$ cat src/rtl/instruction_fetch_ctrl_pkg.sv
// Shared definitions for the instruction fetch sequencer and its length decoder.
// State encoding, opcode length-field codes and instruction word width.
package instruction_fetch_ctrl_pkg;

    localparam int DATA_W_DEF = 8;
    localparam int INSTR_W    = 3 * DATA_W_DEF;

    typedef enum logic [1:0] {
        FETCH_OP = 2'd0,
        FETCH_A  = 2'd1,
        FETCH_B  = 2'd2,
        HOLD     = 2'd3
    } fetch_state_e;

    // Top two opcode bits select the instruction length; anything else is 3 bytes.
    localparam logic [1:0] LEN_1 = 2'b00;
    localparam logic [1:0] LEN_2 = 2'b01;

    function automatic int instr_width(input int data_w);
        return 3 * data_w;
    endfunction

endpackage

$ cat src/rtl/instruction_fetch_ctrl_len_decode.sv
// Maps the opcode length field (opcode[7:6]) to the instruction byte count 1..3.
// Purely combinational so the decoder can reuse it on an already captured opcode.
module instr_len_decode
    import instruction_fetch_ctrl_pkg::*;
(
    input  logic [1:0] len_field,
    output logic [1:0] byte_cnt
);

    always_comb begin
        byte_cnt = 2'd3;
        case (len_field)
            LEN_1:   byte_cnt = 2'd1;
            LEN_2:   byte_cnt = 2'd2;
            default: byte_cnt = 2'd3;
        endcase
    end

endmodule

$ cat src/rtl/instruction_fetch_ctrl.sv
// Byte-serial instruction fetch: reads opcode plus 0-2 operands over a req/ready
// memory handshake, presents the 24-bit word to decode, and owns the PC.
module instruction_fetch_ctrl
    import instruction_fetch_ctrl_pkg::*;
#(
    parameter int                DATA_W   = 8,
    parameter int                ADDR_W   = 8,
    parameter logic [ADDR_W-1:0] RESET_PC = '0
) (
    input  logic                           clk,
    input  logic                           rst,
    output logic                           mem_rd,
    output logic [ADDR_W-1:0]              mem_addr,
    input  logic [DATA_W-1:0]              mem_data,
    input  logic                           mem_ready,
    output logic [DATA_W-1:0]              opcode,
    output logic [DATA_W-1:0]              operando1,
    output logic [DATA_W-1:0]              operando2,
    output logic [instr_width(DATA_W)-1:0] instReg,
    output logic                           instr_valid,
    input  logic                           instr_ready,
    input  logic                           pc_load,
    input  logic [ADDR_W-1:0]              pc_load_value,
    output logic [ADDR_W-1:0]              pc
);

    fetch_state_e      state_q, state_d;
    fetch_state_e      next_fetch;
    logic [ADDR_W-1:0] pc_q, pc_d;
    logic [ADDR_W-1:0] pc_inc;
    logic              mem_rd_q, mem_rd_d;
    logic [ADDR_W-1:0] mem_addr_q, mem_addr_d;
    logic [DATA_W-1:0] opcode_q, opcode_d;
    logic [DATA_W-1:0] operando1_q, operando1_d;
    logic [DATA_W-1:0] operando2_q, operando2_d;
    logic              instr_valid_q, instr_valid_d;
    logic [1:0]        len_field;
    logic [1:0]        byte_cnt;

    // In FETCH_OP the length comes from the byte being captured this edge;
    // afterwards it comes from the registered opcode.
    assign len_field = (state_q == FETCH_OP) ? mem_data[DATA_W-1 -: 2]
                                             : opcode_q[DATA_W-1 -: 2];

    instr_len_decode u_len_decode (
        .len_field (len_field),
        .byte_cnt  (byte_cnt)
    );

    assign pc_inc = pc_q + ADDR_W'(1);

    always_comb begin
        next_fetch = HOLD;
        case (state_q)
            FETCH_OP: next_fetch = (byte_cnt > 2'd1) ? FETCH_A : HOLD;
            FETCH_A:  next_fetch = (byte_cnt == 2'd3) ? FETCH_B : HOLD;
            default:  next_fetch = HOLD;
        endcase
    end

    always_comb begin
        state_d       = state_q;
        pc_d          = pc_q;
        mem_rd_d      = mem_rd_q;
        mem_addr_d    = mem_addr_q;
        opcode_d      = opcode_q;
        operando1_d   = operando1_q;
        operando2_d   = operando2_q;
        instr_valid_d = instr_valid_q;

        if (pc_load) begin
            // Jump/branch: drop any partial fetch; byte registers keep stale data.
            pc_d          = pc_load_value;
            instr_valid_d = 1'b0;
            mem_rd_d      = 1'b0;
            state_d       = FETCH_OP;
        end else begin
            case (state_q)
                FETCH_OP, FETCH_A, FETCH_B: begin
                    if (!mem_rd_q) begin
                        mem_rd_d   = 1'b1;
                        mem_addr_d = pc_q;
                    end else if (mem_ready) begin
                        pc_d       = pc_inc;
                        mem_addr_d = pc_inc;
                        state_d    = next_fetch;
                        case (state_q)
                            FETCH_OP: begin
                                opcode_d    = mem_data;
                                operando1_d = '0;
                                operando2_d = '0;
                            end
                            FETCH_A: operando1_d = mem_data;
                            default: operando2_d = mem_data;
                        endcase
                        if (next_fetch == HOLD) begin
                            mem_rd_d      = 1'b0;
                            instr_valid_d = 1'b1;
                        end
                    end
                end
                default: begin
                    mem_rd_d = 1'b0;
                    if (instr_ready) begin
                        instr_valid_d = 1'b0;
                        state_d       = FETCH_OP;
                        mem_rd_d      = 1'b1;
                        mem_addr_d    = pc_q;
                    end
                end
            endcase
        end
    end

    always_ff @(posedge clk) begin
        if (rst) begin
            state_q       <= FETCH_OP;
            pc_q          <= RESET_PC;
            mem_rd_q      <= 1'b0;
            mem_addr_q    <= '0;
            opcode_q      <= '0;
            operando1_q   <= '0;
            operando2_q   <= '0;
            instr_valid_q <= 1'b0;
        end else begin
            state_q       <= state_d;
            pc_q          <= pc_d;
            mem_rd_q      <= mem_rd_d;
            mem_addr_q    <= mem_addr_d;
            opcode_q      <= opcode_d;
            operando1_q   <= operando1_d;
            operando2_q   <= operando2_d;
            instr_valid_q <= instr_valid_d;
        end
    end

    assign mem_rd      = mem_rd_q;
    assign mem_addr    = mem_addr_q;
    assign opcode      = opcode_q;
    assign operando1   = operando1_q;
    assign operando2   = operando2_q;
    assign instReg     = {opcode_q, operando1_q, operando2_q};
    assign instr_valid = instr_valid_q;
    assign pc          = pc_q;

endmodule

$ cat config.mk
export PLATFORM = sky130hd
export DESIGN_NAME = instruction_fetch_ctrl
export DESIGN_NICKNAME = d
export VERILOG_FILES = /design/src/rtl/instruction_fetch_ctrl_pkg.sv /design/src/rtl/instruction_fetch_ctrl_len_decode.sv /design/src/rtl/instruction_fetch_ctrl.sv
export SDC_FILE = /design/constraint.sdc
export NUM_CORES = 1
export LEC_CHECK = 0
export CAP_MARGIN = 20
export CORE_ASPECT_RATIO = 0.8
export CORE_MARGIN = 2
export CORE_UTILIZATION = 40
export DETAILED_ROUTE_END_ITERATION = 6
export PLACE_DENSITY = 0.81
export SLEW_MARGIN = 20
export SYNTH_ARGS = -nofsm -noshare
export SYNTH_HDL_FRONTEND = slang
export SYNTH_SLANG_ARGS = --single-unit
$ cat constraint.sdc
create_clock -name clk -period 1.7 [get_ports clk]
set_input_delay 0.34 -clock clk [delete_from_list [all_inputs] [get_ports clk]]
set_output_delay 0.34 -clock clk [all_outputs]
set_load 0.005 [all_outputs]
==> impl_metrics.json <==
{
  "syn_avg_cell_area_um2": 8.50,
  "ir_drop_uv": 375,
  "cap_violations": 0,
  "dieArea_mm2": 0.00618,
  "drc": 0,
  "drtIter0Drc": 164,
  "crit_path_end_kind": "output pin",
  "rsz0062_at_grt": "no",
  "synth-simple-area-share_pct": 22.2,
  "utilization_pct": 58.9,
  "slew_headroom_pct": 77.3,
  "std_cell_rows": 24,
  "nNetsFinal": 358,
  "critPathArrivalTime_ps": 1300,
  "synth_cells": 262,
  "grt_pass1_wl_mm": 9.27,
  "num-fill-cells": 467,
  "skew_ps": 10.4,
  "hold_violations": 0,
  "cts.clk_slew.worst_paths_ps": 80,
  "slew_viol_final": 0,
  "leakagePower_uw": 0.00107,
  "port_buffers": 86,
  "grt_pass1_vias": 1908,
  "slowest_delay_ps": 550,
  "insertion_delay_ps": 290,
  "tritoncts": "yes",
  "hp-class": "flip-flop to flip-flop",
  "synth_seq_area_share_pct": 39.6,
  "ys_async_sr_fraction_pct": 0,
  "max_freq_ghz": 0.609,
  "start_util_pct": 41.2,
  "fp.dieH_um": 70.7,
  "synth-compound-area-share_pct": 18.5,
  "finalPower_uw": 2070,
  "slowest_stage": "clkdlybuf4s50_1",
  "path_buf_inv": 1,
  "cp_top_family": "buffers and inverters",
  "fin_tns_setup_ps": 0,
  "ys.flop_type": "dfxtp_1",
  "synth_xor_area_share_pct": 5.51,
  "cp_max_fo": 6,
  "layout_commonest_cell": "clkdlybuf4s50_1",
  "setup_viol": 0,
  "h-tree-depth": 2,
  "preCtsSetupSlack_ps": -204,
  "cts-buffers-inserted": 5,
  "drt_wl_total_mm": 5.66,
  "synth_top_family_by_area": "simple AND/OR/NAND/NOR gates",
  "ys_warn_count": 0,
  "cp.required_ps": 1360,
  "cts_sinks": 44,
  "synth_seq_cells": 44,
  "track_usage_pct": 18.6,
  "startpoint_type": "flip-flop",
  "p_per_area_mw_per_mm2": 649,
  "drive_above_1_share_pct": 15.4,
  "layout_common_cells": "clkdlybuf4s50_1 (86), dfxtp_1 (42), nand2_1 (33)",
  "status": "completed",
  "dpl.hpwl_mm": 4.29,
  "cts.path.max_buffers": 2,
  "synth-edff-count": 0,
  "syn-cell-area_mm2": 0.00223,
  "viasPerCell": 5.09,
  "worst_slew_pin_slew_ps": 339,
  "ios": 87,
  "dr_total_vias": 2047,
  "die_x_um": 87.4,
  "antenna_left": 0,
  "cts_setup_buffers": 0,
  "stdcell_area_mm2": 0.00319,
  "path_class": "flip-flop to output pin",
  "r2r_setup_slack_ps": 180,
  "core_area_mm2": 0.00541,
  "antenna_found_initial": 0,
  "fin_ws_ps": 58.4,
  "cp_cell_sequence": "clkdlybuf4s50_1",
  "syn2layout_area_growth_pct": 43.0,
  "wire_per_inst_um": 14.1,
  "synth_fp_nets": 284,
  "place_area_mm2": 0.00310,
  "synth_cell_types": 37,
  "min_period_ps": 1640,
  "muxShareOfSynthArea_pct": 0,
  "dr.pass1.iters": 4,
  "num_antenna_cells": 0,
  "min_period_over_period_pct": 96.6,
  "synthAdderAreaFrac_pct": 0.562,
  "grt-ovfl-total": 0,
  "grt_max_degree": 44,
  "cts_root_buf": "clkbuf_8",
  "place.gp.congestion": 0.794
}
==> what timing repair did <==
| item | CTS | global route |
|---|---|---|
| pin swaps | 0 | 0 |
| setup endpoints to repair | 1 | 1 |
| hold buffers | 0 | 0 |
| resized for setup | 1 | 1 |
==> per-stage QoR <==
step,std cells,hold WS (ps)
global route,402,497
CTS,402,477
finish,402,473
floorplan,262,436
global placement,394,456
detailed placement,394,464
==> flip-flops by register name, summed over array words and instances (netlist names) <==
| name | flops |
|---|---|
| operando1 | 8 |
| operando2 | 8 |
| instr_valid | 1 |
| state_q | 2 |
| mem_addr | 8 |
| pc | 8 |
| mem_rd | 1 |
| opcode | 8 |
==> path summary, 6_finish.rpt <==
| kind | depth (start not counted) | to | startpoint |
|---|---|---|---|
| worst max-delay path | 1 | pc[4] | pc[4]$_SDFFE_PP0P_ |
| worst min-delay path | 2 | operando1[4]$_SDFFE_PP0P_ | operando1[4]$_SDFFE_PP0P_ |
| worst max register to register | 5 | instr_valid$_SDFFE_PP0P_ | state_q[1]$_SDFFE_PP0P_ |
| worst min register to register | 2 | operando1[4]$_SDFFE_PP0P_ | operando1[4]$_SDFFE_PP0P_ |
==> cell type report <==
cell class	count	area, µm²	area share (%)
inverters	3	11.3	0.353
clock buffers	5	68.8	2.16
repair buffers	110	1080	33.9
well taps	65	81.3	2.55
flip-flops and latches	44	883	27.7
multi-input cells	172	1040	32.8
clock inverters	3	18.8	0.589
==> synthesized netlist by cell type, types with 2 or more instances <==
library cell,n,area [µm²]
buf_2,2,10.0
nor4_2,3,37.5
buf_6,5,56.3
o21a_1,2,15.0
nand2_1,33,124
nand4_1,2,12.5
nor3_2,5,50.1
o21bai_1,3,22.5
nand3_1,20,100
a311oi_1,2,17.5
a211oi_1,9,67.6
clkbuf_1,12,45.0
a21oi_1,30,150
xnor2_1,12,105
o21ai_0,7,35.0
xor2_1,2,17.5
a211oi_2,3,37.5
inv_1,3,11.3
o21ai_1,2,10.0
nor3_1,2,10.0
buf_4,24,180
nor2_1,21,78.8
dfxtp_1,44,881
==> kinds of logic after synthesis <==
logic type,after synthesis
and+or+nand+nor,95
AOI/OAI and AO/OA,62
buffers and inverters,46
DFF,44
xor gates and xnor gates,14
adders and majority gates,1
==> metal layers <==
| metal | routed length [µm] | track usage (%) |
|---|---|---|
| met1 | 2620 | 25.7 |
| met2 | 2780 | 29.9 |
| met3 | 224 | 3.27 |
| met4 | 34 | 5.30 |
| met5 | 0 | 0 |
==> where the power goes <==
group	internal [µW]	switching [µW]	leakage [µW]
Combinational	189	137	0.000661
Clock	287	351	0.0000479
Sequential	1070	38.1	0.000359
Total	1540	527	0.00107
Note: power is estimated with default switching activity, not from simulation.
